`src/rtl/sram_cycle_pkg.sv`:
```
// Shared types and constants for the 68k-to-SRAM bus-cycle responder.
package sram_cycle_pkg;

  typedef enum logic [2:0] {
    IDLE,
    SETUP,
    ACCESS,
    ACK,
    RECOVER
  } state_t;

  localparam int unsigned CNT_W               = 4;
  localparam int unsigned WAIT_STATES_DEFAULT = 2;

  // One-hot low chip-enable pattern for a block index.
  function automatic logic [3:0] ce_mask(input logic [1:0] idx);
    ce_mask      = '1;
    ce_mask[idx] = 1'b0;
  endfunction

endpackage

```
`src/rtl/sram_cycle_responder_wait_counter.sv`:
```
// Loadable down-counter timing the ACCESS phase; zero flag ends the phase.
module sram_wait_counter
  import sram_cycle_pkg::*;
(
  input  logic             clk,
  input  logic             rst,
  input  logic             load,
  input  logic             dec,
  input  logic [CNT_W-1:0] load_value,
  output logic             zero
);

  logic [CNT_W-1:0] count;

  always_ff @(posedge clk or posedge rst) begin
    if (rst) begin
      count <= '0;
    end else if (load) begin
      count <= load_value;
    end else if (dec && (count != '0)) begin
      count <= count - 1'b1;
    end
  end

  assign zero = (count == '0);

endmodule

```
`src/rtl/sram_cycle_responder.sv`:
```
// Synchronous SRAM bus-cycle responder: strobes CE/OE/WE/UB/LB for a fixed
// number of wait states, captures read data and returns Dtack_L to the 68k.
module sram_cycle_responder
  import sram_cycle_pkg::*;
#(
  parameter int unsigned WAIT_STATES = WAIT_STATES_DEFAULT
) (
  input  logic        Clock,
  input  logic        Reset_H,
  input  logic        AS_L,
  input  logic        UDS_L,
  input  logic        LDS_L,
  input  logic        RW,
  input  logic [14:0] Address,
  input  logic [3:0]  Block_L,
  input  logic [15:0] DataIn,
  output logic [15:0] DataOut,
  output logic        Dtack_L,
  output logic [14:0] SRam_Addr,
  output logic [3:0]  SRam_CE_L,
  output logic        SRam_OE_L,
  output logic        SRam_WE_L,
  output logic        SRam_UB_L,
  output logic        SRam_LB_L,
  output logic [15:0] SRam_DataOut,
  output logic        SRam_DataOE_H,
  input  logic [15:0] SRam_DataIn
);

  state_t     state;
  logic       rw_q;
  logic       any_sel;
  logic [1:0] sel_idx;
  logic       start;
  logic       cnt_load;
  logic       cnt_dec;
  logic       cnt_zero;

  // Lowest-numbered selected block wins when the decoder asserts several.
  always_comb begin
    any_sel = 1'b0;
    sel_idx = 2'd0;
    for (int unsigned i = 0; i < 4; i++) begin
      if (!Block_L[i] && !any_sel) begin
        any_sel = 1'b1;
        sel_idx = 2'(i);
      end
    end
  end

  assign start    = !AS_L && any_sel && (!UDS_L || !LDS_L);
  assign cnt_load = (state == SETUP);
  assign cnt_dec  = (state == ACCESS);

  sram_wait_counter u_wait (
    .clk        (Clock),
    .rst        (Reset_H),
    .load       (cnt_load),
    .dec        (cnt_dec),
    .load_value (CNT_W'(WAIT_STATES - 1)),
    .zero       (cnt_zero)
  );

  // Controls are written from the next state so each one changes on the same
  // edge as the transition; Dtack follows one clock into ACK.
  always_ff @(posedge Clock or posedge Reset_H) begin
    if (Reset_H) begin
      state         <= IDLE;
      rw_q          <= 1'b1;
      DataOut       <= '0;
      Dtack_L       <= 1'b1;
      SRam_Addr     <= '0;
      SRam_CE_L     <= '1;
      SRam_OE_L     <= 1'b1;
      SRam_WE_L     <= 1'b1;
      SRam_UB_L     <= 1'b1;
      SRam_LB_L     <= 1'b1;
      SRam_DataOut  <= '0;
      SRam_DataOE_H <= 1'b0;
    end else begin
      unique case (state)
        IDLE: begin
          if (start) begin
            state         <= SETUP;
            rw_q          <= RW;
            SRam_Addr     <= Address;
            SRam_DataOut  <= DataIn;
            SRam_CE_L     <= ce_mask(sel_idx);
            SRam_UB_L     <= UDS_L;
            SRam_LB_L     <= LDS_L;
            SRam_OE_L     <= !RW;
            SRam_DataOE_H <= !RW;
          end
        end
        SETUP, ACCESS: begin
          if (AS_L) begin
            state         <= RECOVER;
            SRam_CE_L     <= '1;
            SRam_OE_L     <= 1'b1;
            SRam_WE_L     <= 1'b1;
            SRam_UB_L     <= 1'b1;
            SRam_LB_L     <= 1'b1;
            SRam_DataOE_H <= 1'b0;
          end else if (state == SETUP) begin
            state     <= ACCESS;
            SRam_WE_L <= rw_q;
          end else if (cnt_zero) begin
            state     <= ACK;
            SRam_CE_L <= '1;
            SRam_OE_L <= 1'b1;
            SRam_WE_L <= 1'b1;
            SRam_UB_L <= 1'b1;
            SRam_LB_L <= 1'b1;
            if (rw_q) begin
              DataOut <= SRam_DataIn;
            end
          end
        end
        ACK: begin
          if (AS_L) begin
            state         <= RECOVER;
            Dtack_L       <= 1'b1;
            SRam_DataOE_H <= 1'b0;
          end else begin
            Dtack_L <= 1'b0;
          end
        end
        RECOVER: begin
          state         <= IDLE;
          Dtack_L       <= 1'b1;
          SRam_DataOE_H <= 1'b0;
        end
        default: state <= IDLE;
      endcase
    end
  end

endmodule

```
`config.mk`:
```
export PLATFORM = sky130hd
export DESIGN_NAME = sram_cycle_responder
export DESIGN_NICKNAME = d
export VERILOG_FILES = /design/src/rtl/sram_cycle_pkg.sv /design/src/rtl/sram_cycle_responder_wait_counter.sv /design/src/rtl/sram_cycle_responder.sv
export SDC_FILE = /design/constraint.sdc
export NUM_CORES = 1
export LEC_CHECK = 0
export BUFFER_PORTS_ARGS = -buffer_cell sky130_fd_sc_hd__buf_2
export CAP_MARGIN = 20
export CORE_MARGIN = 8
export CORE_UTILIZATION = 35
export CTS_BUF_LIST = sky130_fd_sc_hd__clkbuf_8
export CTS_CLUSTER_DIAMETER = 60
export DETAILED_ROUTE_END_ITERATION = 12
export GPL_TIMING_DRIVEN = 0
export PLACE_DENSITY_LB_ADDON = 0.1
export SYNTH_ARGS = -nofsm -noshare
export SYNTH_HDL_FRONTEND = slang
export SYNTH_HIERARCHICAL = 1
export SYNTH_SLANG_ARGS = --single-unit
```
`constraint.sdc`:
```
create_clock -name Clock -period 6.7 [get_ports Clock]
set_input_delay 0.67 -clock Clock [delete_from_list [all_inputs] [get_ports Clock]]
set_output_delay 0.67 -clock Clock [all_outputs]
set_load 0.02 [all_outputs]
```
==> load_flow_metrics.sql, run 1 <==
INSERT INTO impl_metrics (metric_group, metric, value, unit) VALUES
('finish', 'finalNonFillerCells', '441', ''),
('sta', 'final.setup.tns', '0', 'ps'),
('setup_path', 'cpPeakStageDelay', '420', 'ps'),
('setup_path', 'rr_startpoint', 'u_wait/count[0]$_DFFE_PP0P_', ''),
('floorplanning', 'core.rowCount', '32', ''),
('clock_network', 'cts_buffers', '9', ''),
('yosys', 'synthArstFlopShare', '1.00', ''),
('setup_path', 'crit_top_cell', 'inv_1', ''),
('sta', 'max_freq', '403', 'MHz'),
('sta', 'finalSetupViolCount', '0', ''),
('global_routing', 'first_global_vias', '2070', ''),
('sta', 'hold_violations_final', '0', ''),
('sta', 'final_max_slew_viol_count', '0', ''),
('clock_network', 'insertion_delay', '330', 'ps'),
('pwr', 'max-vdd-ir-drop', '0.204', 'mV'),
('routing', 'drt_pass1_iterations', '4', ''),
('global_routing', 'grt_use_total', '0.119', ''),
('status', 'run_status', 'finished, final reports clean', ''),
('job', 'maxCapViolations', '0', ''),
('placed_design', 'finalWeightedCongestion', '0.711', ''),
('pwr', 'switchingPower', '598', 'uW'),
('sta', 'final_min_period_over_clock_period', '0.370', ''),
('floorplanning', 'coreArea', '7770', 'sq um'),
('floorplanning', 'die_y', '106', 'um'),
('clock_network', 'cts.reportedPaths.clkPinSlew', '70', 'ps'),
('clock_network', 'post-cts-setup-buffer-count', '0', ''),
('setup_path', 'critPathRequiredTime', '6910', 'ps'),
('finish', 'post_route_cells_drive_above_1_share', '0.605', ''),
('floorplanning', 'dieWidth', '106', 'um'),
('clock_network', 'clkSinkCount', '65', ''),
('routing', 'antenna_left', '0', ''),
('routing', 'wl_per_cell', '14.7', 'um'),
('global_routing', 'grt_max_degree', '33', ''),
('setup_path', 'timing.critical_path.to_type', 'register', ''),
('setup_path', 'reg2reg_setup_slack', '4220', 'ps'),
('finish', 'final_core_util', '0.481', ''),
('placed_design', 'post-place-cells', '425', ''),
('setup_path', 'path_class', 'reg2reg', ''),
('setup_path', 'r2r_cells', '8', ''),
('yosys', 'seq_area_frac_synth', '0.582', ''),
('min_path', 'hp-class', 'in2async', ''),
('sta', 'skew', '9.11', 'ps'),
('clock_network', 'cts_max_path_buffers', '2', ''),
('pwr', 'p_comb_frac', '0.398', ''),
('yosys', 'synth.distinct_cells', '44', ''),
('yosys', 'synth_flop_cell', 'dfrtp_1', ''),
('clock_network', 'cts.hold.buffers_added', '0', ''),
('floorplanning', 'ios', '114', ''),
('sta', 'min_period', '2480', 'ps'),
('clock_network', 'htree_num_levels', '3', ''),
('clock_network', 'ctsResizeCount', '0', ''),
('finish', 'finalNetCount', '392', ''),
('pwr', 'cellInternalPower', '1020', 'uW'),
('yosys', 'synth_warnings', '6', ''),
('setup_path', 'cp_data_arrival_time', '2700', 'ps'),
('yosys', 'synth-seq-cells', '65', ''),
('yosys', 'cell_types_with_the_largest_area_share_after_synthesis', 'dfrtp_1 49%, mux2_2 18%, dfstp_2 9.3%', ''),
('yosys', 'synth_area', '2820', 'sq um'),
('routing', 'via_per_inst', '4.53', ''),
('yosys', 'syn-mean-instance-area', '13.5', 'sq um'),
('finish', 'n_fill_cell', '740', ''),
('yosys', 'synth.most_common_cell', 'dfrtp_1', ''),
('floorplanning', 'initial_core_util', '0.363', ''),
('routing', 'route.final.wire_length', '6480', 'um'),
('global_routing', 'gr-total-overflow', '0', ''),
('sta', 'worst-slew-pin-transition', '662', 'ps'),
('setup_path', 'start_kind', 'register', ''),
('setup_path', 'critical-path-slowest-cell', 'or3b_4', ''),
('routing', 'first_iter_violations', '29', ''),
('placed_design', 'detailed_place_hpwl', '5040', 'um'),
('global_routing', 'grt_antenna_before_repair', '0', '');
## layout by cell type (no fill, tap or decap), types with 2 or more instances in the layout
master	count
a21oi_1	6
buf_2	117
buf_4	2
buf_6	2
clkbuf_8	10
clkinvlp_4	3
conb_1	4
dfrtp_1	55
dfstp_2	10
inv_1	11
mux2_1	3
mux2_2	45
mux2_4	2
mux2i_1	5
nand2_1	11
nand2b_1	2
nor2_1	8
nor3_1	4
nor3b_1	2
nor4_4	2
o21ai_0	2
o21ai_1	3
or3_1	2
## state kept, by name, summed over array words and instances, names as in the netlist, 3 cells and up
| register | flops |
|---|---|
| DataOut | 16 |
| SRam_Addr | 15 |
| SRam_CE_L | 4 |
| SRam_DataOut | 16 |
| state | 3 |
| u_wait/count | 4 |
## through the flow
| step | area [sq um] | setup slack (ps) | total power, uW |
|---|---|---|---|
| floorplan | 2830 | 4490 | 1080 |
| global placement | 3510 | 3590 | 1290 |
| detailed placement | 3530 | 4180 | 1300 |
| CTS | 3740 | 4180 | 1650 |
| global route | 3740 | 4030 | 1720 |
| finish | 3740 | 4220 | 1620 |
## worst max-delay path by stage
| stage | end | slack, ps | cells after the start | start |
|---|---|---|---|---|
| 2_1_floorplan | DataOut[0]$_DFFE_PP0P_ | 4490 | 8 | u_wait/count[0]$_DFFE_PP0P_ |
| 3_3_place_gp | SRam_Addr[7]$_DFFE_PP0P_ | 3590 | 2 | Reset_H |
| 3_5_place_dp | DataOut[6]$_DFFE_PP0P_ | 4180 | 8 | u_wait/count[0]$_DFFE_PP0P_ |
| 4_1_cts | DataOut[6]$_DFFE_PP0P_ | 4180 | 8 | u_wait/count[0]$_DFFE_PP0P_ |
| 5_1_grt | DataOut[1]$_DFFE_PP0P_ | 4030 | 8 | u_wait/count[0]$_DFFE_PP0P_ |
| 6_report | DataOut[6]$_DFFE_PP0P_ | 4220 | 8 | u_wait/count[0]$_DFFE_PP0P_ |
## layer usage
metal / global-route usage / routed length (um)
met1: 0.144 / 2900
met2: 0.189 / 3100
met3: 0.0457 / 415
met4: 0.0392 / 61
met5: 0 / 0
## cell families (layout without fill, tap and decap cells)
family                   Yosys count  after routing  synth area share
flip-flops                        65             65             0.582
multiplexers                      55             55             0.220
AND/OR/NAND/NOR                   41             41            0.0946
buffers and inverters             22            151            0.0395
AO/OA/AOI/OAI                     21             21            0.0511
other                              2              4           0.00267
adder cells (fa/ha/maj)            1              1           0.00444
XOR/XNOR                           1              1           0.00577
## worst max-delay path, delay by kind of cell (launching register included)
family | cells | cell delay (ps)
fa+ha+maj | 1 | 210
flops | 1 | 390
buf+inv | 3 | 500
mux | 1 | 340
simple gates | 3 | 900
## area by class of cell
| cell class | count | area (sq um) | area share |
|---|---|---|---|
| Clock inverter | 6 | 66.3 | 0.0177 |
| Clock buffer | 10 | 138 | 0.0368 |
| Buffer | 10 | 66.3 | 0.0177 |
| Sequential cell | 65 | 1640 | 0.439 |
| Multi-Input combinational cell | 123 | 1070 | 0.288 |
| Timing Repair Buffer | 113 | 581 | 0.155 |
| Inverter | 12 | 45.0 | 0.0121 |
| Tap cell | 102 | 128 | 0.0341 |
## power groups by stage
stage | logic [uW] | clock network, uW | registers, uW
3_5_place_dp | 657 | 0 | 646
4_1_cts | 658 | 348 | 640
6_report | 643 | 334 | 638
3_3_place_gp | 648 | 0 | 641
2_1_floorplan | 256 | 0 | 822
5_1_grt | 696 | 364 | 661
Note: power is estimated with default switching activity, not from simulation.
==> inputs of run 2 (changes only) <==
ABC_AREA = 1   (was default)
clock period = 2 ns   (was 6.7 ns; I/O delays follow)
==> load_flow_metrics.sql, run 2 <==
INSERT INTO impl_metrics (metric_group, metric, value, unit) VALUES
('sta', 'final_min_period_over_clock_period', '0.818', ''),
('global_routing', 'grt_antenna_before_repair', '0', ''),
('finish', 'layout_top_registers', 'DataOut x16, SRam_DataOut x16, SRam_Addr x15', ''),
('floorplanning', 'ios', '114', ''),
('clock_network', 'insertion_delay', '330', 'ps'),
('setup_path', 'cp_data_arrival_time', '1900', 'ps'),
('setup_path', 'critical-path-slowest-cell', 'dfrtp_1', ''),
('yosys', 'synthArstFlopShare', '1.00', ''),
('setup_path', 'path_class', 'reg2reg', ''),
('floorplanning', 'die-area', '11800', 'sq um'),
('yosys', 'netlist.area_leader.share', '0.459', ''),
('finish', 'layout.cells.most_common', 'nand2_1', ''),
('sta', 'hold_violations_final', '0', ''),
('finish', 'antenna_cells_inserted', '0', ''),
('placed_design', 'dpl_cell_area', '3730', 'sq um'),
('routing', 'drt_pass1_iterations', '4', ''),
('sta', 'finalHoldWorstSlack', '54.0', 'ps'),
('setup_path', 'timing.critical_path.to_type', 'register', ''),
('yosys', 'synth.distinct_cells', '27', ''),
('clock_network', 'cts_tree', 'done', ''),
('yosys', 'synth_flop_cell', 'dfrtp_1', ''),
('finish', 'multi_input_area', '1130', 'sq um'),
('clock_network', 'cts_buffers', '9', ''),
('routing', 'via_per_inst', '4.24', ''),
('status', 'run_status', 'finished, final reports clean', ''),
('yosys', 'synth.top_cells.by_count', '164 x nand2_1, 55 x dfrtp_1, 31 x inv_1, 16 x o21ai_2', ''),
('clock_network', 'cts_max_path_buffers', '2', ''),
('global_routing', 'grt_use_total', '0.133', ''),
('floorplanning', 'dieWidth', '109', 'um'),
('global_routing', 'grt_pass1_wl', '12500', 'um'),
('setup_path', 'path_buf_inv', '4', ''),
('setup_path', 'crit_fanout', '8', ''),
('setup_path', 'cpPeakStageDelay', '370', 'ps'),
('routing', 'route.final.wire_length', '7600', 'um'),
('job', 'maxCapViolations', '0', ''),
('yosys', 'seq_area_frac_synth', '0.546', ''),
('setup_path', 'start_kind', 'register', ''),
('yosys', 'cell_types_with_the_largest_area_share_after_synthesis', 'dfrtp_1 46%, nand2_1 21%, dfstp_2 8.8%', ''),
('finish', 'finalNetCount', '538', ''),
('yosys', 'synth_cells', '352', ''),
('setup_path', 'critical_path.top_delay_family', 'simple AND/OR/NAND/NOR gates', ''),
('sta', 'finalSetupViolCount', '0', ''),
('floorplanning', 'initial_core_util', '0.363', ''),
('clock_network', 'cts.hold.buffers_added', '1', ''),
('global_routing', 'first_global_vias', '2595', ''),
('clock_network', 'ctsResizeCount', '0', ''),
('clock_network', 'post-cts-setup-buffer-count', '0', ''),
('sta', 'min_period', '1640', 'ps'),
('routing', 'antenna_left', '0', ''),
('pwr', 'max-vdd-ir-drop', '0.646', 'mV'),
('yosys', 'yosysTopAreaCell', 'dfrtp_1', ''),
('sta', 'final_max_slew_viol_count', '0', ''),
('finish', 'final_core_util', '0.474', ''),
('pwr', 'p_per_area', '1700', 'nW/um^2'),
('finish', 'area_growth_from_synthesis_to_final_layout', '30.5', '%'),
('finish', 'post_route_cells_drive_above_1_share', '0.400', ''),
('setup_path', 'critPathRequiredTime', '2270', 'ps'),
('floorplanning', 'core.rowCount', '33', ''),
('sta', 'max_freq', '611', 'MHz'),
('clock_network', 'cts.root.buffer_cell', 'clkbuf_8', ''),
('min_path', 'hp-class', 'in2reg', ''),
('yosys', 'synth.most_common_cell', 'nand2_1', ''),
('placed_design', 'finalWeightedCongestion', '0.804', ''),
('clock_network', 'cts.reportedPaths.clkPinSlew', '80', 'ps'),
('global_routing', 'gr-total-overflow', '0', ''),
('routing', 'drt_drc_violations_left', '0', ''),
('clock_network', 'htree_num_levels', '3', ''),
('sta', 'worst_slew_margin_rel', '0.562', ''),
('finish', 'final_design_area_no_fill', '3920', 'sq um'),
('sta', 'worst-slew-pin-transition', '655', 'ps'),
('finish', 'n_fill_cell', '853', ''),
('floorplanning', 'coreArea', '8260', 'sq um'),
('clock_network', 'clkSinkCount', '65', ''),
('sta', 'setup_repair_after_global_routing_missed_its_margin', 'false', ''),
('routing', 'first_iter_violations', '115', ''),
('setup_path', 'crit_chain', 'inv_1 -> ha_1 -> nand2_2 -> inv_1 -> inv_1 -> nand4_1 -> nand2_1 -> clkinv_2 -> nand2_4 -> nand2_1 -> nand2_1', ''),
('global_routing', 'grt_max_degree', '34', ''),
('sta', 'skew', '11.2', 'ps'),
('placed_design', 'port_buffers', '113', ''),
('placed_design', 'detailed_place_hpwl', '5810', 'um'),
('yosys', 'syn-mean-instance-area', '8.53', 'sq um'),
('yosys', 'synth_warnings', '6', ''),
('pwr', 'p_leak', '0.00228', 'uW'),
('yosys', 'synth_area', '3000', 'sq um'),
('yosys', 'synth-seq-cells', '65', ''),
('finish', 'register_area', '1640', 'sq um'),
('yosys', 'synth-edff-count', '0', ''),
('floorplanning', 'die_y', '109', 'um'),
('routing', 'wl_per_cell', '12.9', 'um'),
('routing', 'detailroute.via_count', '2500', ''),
('finish', 'mostFrequentLayoutCells', '164 x nand2_1, 116 x buf_2, 55 x dfrtp_1', '');
[run 2: changes by cell type in the layout (fill, tap and decap cells not counted), sizes merged, moves of 4 or more]
cell,previous run,this run
clkinv,1,8
inv,13,37
mux2,50,0
mux2i,5,0
nand2,11,175
nand3,2,14
nor2,8,15
nor3,4,0
o21ai,5,24
[run 2: layout make-up]
cell class              instances  area share
flip-flops and latches         65       0.418
multi-input cells             240       0.289
inverters                      40      0.0396
clock buffers                  10      0.0351
clock inverters                 6      0.0112
well taps                     105      0.0335
plain buffers                   9      0.0211
repair buffers                115       0.152
[run 2: worst reg2reg max path: cells and delay by family (launching register included)]
| family | cells | cell delay (ps) |
|---|---|---|
| buf+inv | 4 | 370 |
| flops | 1 | 370 |
| simple gates | 6 | 590 |
| fa+ha+maj | 1 | 240 |
[run 2: cell families (layout without fill, tap and decap cells)]
logic type / after synthesis / count (layout) / synth area share
compound gates: 28 / 28 / 0.0692
fa+ha+maj: 1 / 1 / 0.00417
buf+inv: 49 / 180 / 0.0792
other cells: 2 / 4 / 0.00250
simple gates: 207 / 207 / 0.299
flops: 65 / 65 / 0.546
[run 2: where the power goes]
group | internal (uW) | switching [uW]
sequential | 2030 | 370
clock | 485 | 526
combinational | 1120 | 2130
[run 2: metrics by stage]
step / setup WS, ps / instances / power (uW) / setup TNS (ps)
5_1_grt: 225 / 590 / 7260 / 0
3_5_place_dp: 391 / 573 / 5740 / 0
4_1_cts: 357 / 590 / 6780 / 0
3_3_place_gp: -628 / 572 / 5680 / -32160
6_report: 364 / 590 / 6670 / 0
2_1_floorplan: 304 / 354 / 4690 / 0
[run 2: worst paths after layout]
path / from / end / slack, ps / depth (start not counted)
min: Address[9] / SRam_Addr[9]$_DFFE_PP0P_ / 50 / 3
max reg2reg: u_wait/count[0]$_DFFE_PP0P_ / SRam_CE_L[1]$_DFFE_PP1P_ / 360 / 11
max: u_wait/count[0]$_DFFE_PP0P_ / SRam_CE_L[1]$_DFFE_PP1P_ / 360 / 11
max in group asynchronous: Reset_H / SRam_LB_L$_DFFE_PP1P_ / 810 / 4
min in group asynchronous: Reset_H / u_wait/count[1]$_DFFE_PP0P_ / 300 / 3
min reg2reg: SRam_UB_L$_DFFE_PP1P_ / SRam_UB_L$_DFFE_PP1P_ / 460 / 2
[run 2: routing by layer]
metal	part of all wire	wire, um	vias to the layer above	track usage
met5	0	0	-	0
met4	0.014	106	0	0.0547
met3	0.096	733	7	0.0565
met2	0.45	3410	77	0.200
met1	0.44	3350	1100	0.166
li1	-	-	1316	-
==> inputs of run 3 (changes only) <==
ABC_AREA = 0   (was 1)
clock period = 1.54 ns   (was 2 ns; I/O delays follow)
==> load_flow_metrics.sql, run 3 (synthesis gave the netlist of run 1 again) <==
INSERT INTO impl_metrics (metric_group, metric, value, unit) VALUES
('clock_network', 'cts_tree', 'done', ''),
('clock_network', 'cts.reportedPaths.clkPinSlew', '70', 'ps'),
('global_routing', 'grt_max_degree', '32', ''),
('setup_path', 'start_kind', 'register', ''),
('clock_network', 'insertion_delay', '340', 'ps'),
('pwr', 'p_per_area', '1810', 'nW/um^2'),
('setup_path', 'timing.critical_path.to_type', 'register', ''),
('setup_path', 'critPathRequiredTime', '1810', 'ps'),
('routing', 'antenna_left', '0', ''),
('setup_path', 'cp_data_arrival_time', '2320', 'ps'),
('routing', 'drt_drc_violations_left', '0', ''),
('floorplanning', 'coreArea', '7770', 'sq um'),
('finish', 'final_design_area_no_fill', '4160', 'sq um'),
('sta', 'min_period', '2050', 'ps'),
('finish', 'area_growth_from_synthesis_to_final_layout', '47.7', '%'),
('routing', 'first_iter_violations', '71', ''),
('setup_path', 'crit_chain', 'inv_2 -> ha_4 -> or3b_4 -> inv_4 -> nor2_1 -> or3_1 -> o311a_1 -> buf_6 -> mux2_4', ''),
('setup_path', 'critical-path-slowest-cell', 'dfrtp_1', ''),
('pwr', 'pwr-share-seq', '0.375', ''),
('finish', 'layout_top_registers', 'DataOut x16, SRam_DataOut x16, SRam_Addr x15', ''),
('placed_design', 'finalWeightedCongestion', '0.700', ''),
('clock_network', 'clkSinkCount', '65', ''),
('floorplanning', 'core.rowCount', '32', ''),
('finish', 'post_route_cells_drive_above_1_share', '0.654', ''),
('routing', 'detailroute.via_count', '2147', ''),
('clock_network', 'cts.root.buffer_cell', 'clkbuf_8', ''),
('floorplanning', 'dieWidth', '106', 'um'),
('finish', 'layout.cells.most_common', 'buf_2', ''),
('placed_design', 'port_buffers', '112', ''),
('sta', 'final_max_slew_viol_count', '0', ''),
('placed_design', 'pre_cts_ws', '-869', 'ps'),
('floorplanning', 'die-area', '11200', 'sq um'),
('routing', 'via_per_inst', '4.61', ''),
('status', 'run_status', 'finished with violations', ''),
('pwr', 'power_frac_clock', '0.180', ''),
('placed_design', 'dpl_cell_area', '3600', 'sq um'),
('pwr', 'cellInternalPower', '4750', 'uW'),
('pwr', 'p_comb_frac', '0.446', ''),
('sta', 'finalHoldWorstSlack', '34.9', 'ps'),
('routing', 'drt_pass1_iterations', '4', ''),
('setup_path', 'reg2reg_setup_slack', '-510', 'ps'),
('sta', 'final_min_period_over_clock_period', '1.33', ''),
('clock_network', 'htree_num_levels', '3', ''),
('pwr', 'p_leak', '0.00206', 'uW'),
('finish', 'finalNetCount', '417', ''),
('min_path', 'hp-class', 'in2reg', ''),
('sta', 'finalSetupViolCount', '57', ''),
('setup_path', 'crit_fanout', '7', ''),
('global_routing', 'first_global_vias', '2357', ''),
('sta', 'worst_slack', '-513', 'ps'),
('setup_path', 'path_buf_inv', '3', ''),
('sta', 'worst_slew_margin_rel', '0.538', ''),
('sta', 'setup_repair_after_global_routing_missed_its_margin', 'true', ''),
('sta', 'skew', '11.6', 'ps'),
('global_routing', 'grt_pass1_wl', '11800', 'um'),
('status', 'violations', 'setup timing', ''),
('sta', 'worst-slew-pin-transition', '692', 'ps'),
('placed_design', 'detailed_place_hpwl', '5100', 'um'),
('sta', 'hold_violations_final', '0', ''),
('global_routing', 'gr-total-overflow', '0', ''),
('setup_path', 'critical_path.top_delay_family', 'simple AND/OR/NAND/NOR gates', ''),
('finish', 'mostFrequentLayoutCells', '113 x buf_2, 55 x dfrtp_1, 33 x mux2_2', ''),
('sta', 'max_freq', '487', 'MHz'),
('job', 'maxCapViolations', '0', ''),
('floorplanning', 'initial_core_util', '0.363', ''),
('finish', 'final_core_util', '0.536', ''),
('global_routing', 'grt_antenna_before_repair', '0', ''),
('setup_path', 'cpPeakStageDelay', '390', 'ps'),
('pwr', 'switching_share', '0.369', ''),
('floorplanning', 'die_y', '106', 'um'),
('clock_network', 'cts_buffers', '9', ''),
('pwr', 'max-vdd-ir-drop', '0.873', 'mV'),
('global_routing', 'grt_use_total', '0.133', ''),
('pwr', 'switchingPower', '2770', 'uW'),
('routing', 'wl_per_cell', '15.6', 'um'),
('finish', 'antenna_cells_inserted', '0', ''),
('routing', 'route.final.wire_length', '7260', 'um'),
('clock_network', 'cts_max_path_buffers', '2', ''),
('setup_path', 'path_class', 'reg2reg', ''),
('floorplanning', 'ios', '114', '');
## run 3: cell count changes in the layout (fill, tap and decap cells not counted), sizes merged, moves of 3 or more
cell	change
nand2	-164
mux2	+50
buf	+24
inv	-24
o21ai	-19
nand3	-12
nor2	-7
clkinv	-6
mux2i	+5
nor3	+4
a21oi	+3
nand2b	+3
## run 3: final timing paths
check	startpoint	to	depth (start not counted)
min	RW	SRam_OE_L$_DFFE_PP1P_	2
min in group asynchronous	Reset_H	u_wait/count[3]$_DFFE_PP0P_	3
min reg2reg	SRam_OE_L$_DFFE_PP1P_	SRam_OE_L$_DFFE_PP1P_	2
max in group asynchronous	Reset_H	rw_q$_DFFE_PP1P_	4
max reg2reg	u_wait/count[1]$_DFFE_PP0P_	SRam_CE_L[3]$_DFFE_PP1P_	9
max	u_wait/count[1]$_DFFE_PP0P_	SRam_CE_L[3]$_DFFE_PP1P_	9
## run 3: cell type report
| type | count | area [sq um] |
|---|---|---|
| buffer | 10 | 114 |
| clock buffer | 12 | 165 |
| clock inverter | 4 | 21.3 |
| fill | 692 | 3600 |
| inverter | 12 | 51.3 |
| multi-input combinational | 123 | 1190 |
| sequential | 65 | 1640 |
| tap | 102 | 128 |
| timing repair buffer | 138 | 858 |
## run 3: what timing repair did
action,in CTS,in global routing
endpoints found under the hold margin,34,0
setup endpoints to repair,56,59
gates cloned,4,0
resized for setup,23,11
pin swaps,2,4
buffers inserted,14,6
hold buffers,1,0
## run 3: per-layer routing
layer,vias up,share of wire,wire length [um],track usage
met5,-,0,0,0
met4,0,0.017,122,0.0573
met3,8,0.083,599,0.0627
met2,62,0.48,3460,0.204
met1,1048,0.42,3080,0.157
li1,1029,-,-,-
## run 3: power groups by stage
| stage | combinational (uW) | clock [uW] | sequential, uW |
|---|---|---|---|
| global placement | 2920 | 0 | 2830 |
| CTS | 3290 | 1400 | 2810 |
| finish | 3350 | 1350 | 2820 |
| floorplan | 1210 | 0 | 3590 |
| detailed placement | 2960 | 0 | 2830 |
| global route | 3610 | 1480 | 2920 |
## run 3: worst register-to-register path, stage by stage (launching register included)
cell	delay [ps]
dfrtp_1	390
inv_2	70
ha_4	120
or3b_4	390
inv_4	80
nor2_1	30
or3_1	310
o311a_1	150
buf_6	150
mux2_4	290
## run 3: through the flow
| stage | setup TNS (ps) | power (uW) | cells |
|---|---|---|---|
| 4_1_cts | -14880 | 7510 | 460 |
| 6_report | -13710 | 7520 | 466 |
| 2_1_floorplan | -11700 | 4800 | 210 |
| 3_5_place_dp | -22060 | 5790 | 425 |
| 5_1_grt | -17800 | 8010 | 466 |
| 3_3_place_gp | -21220 | 5740 | 424 |
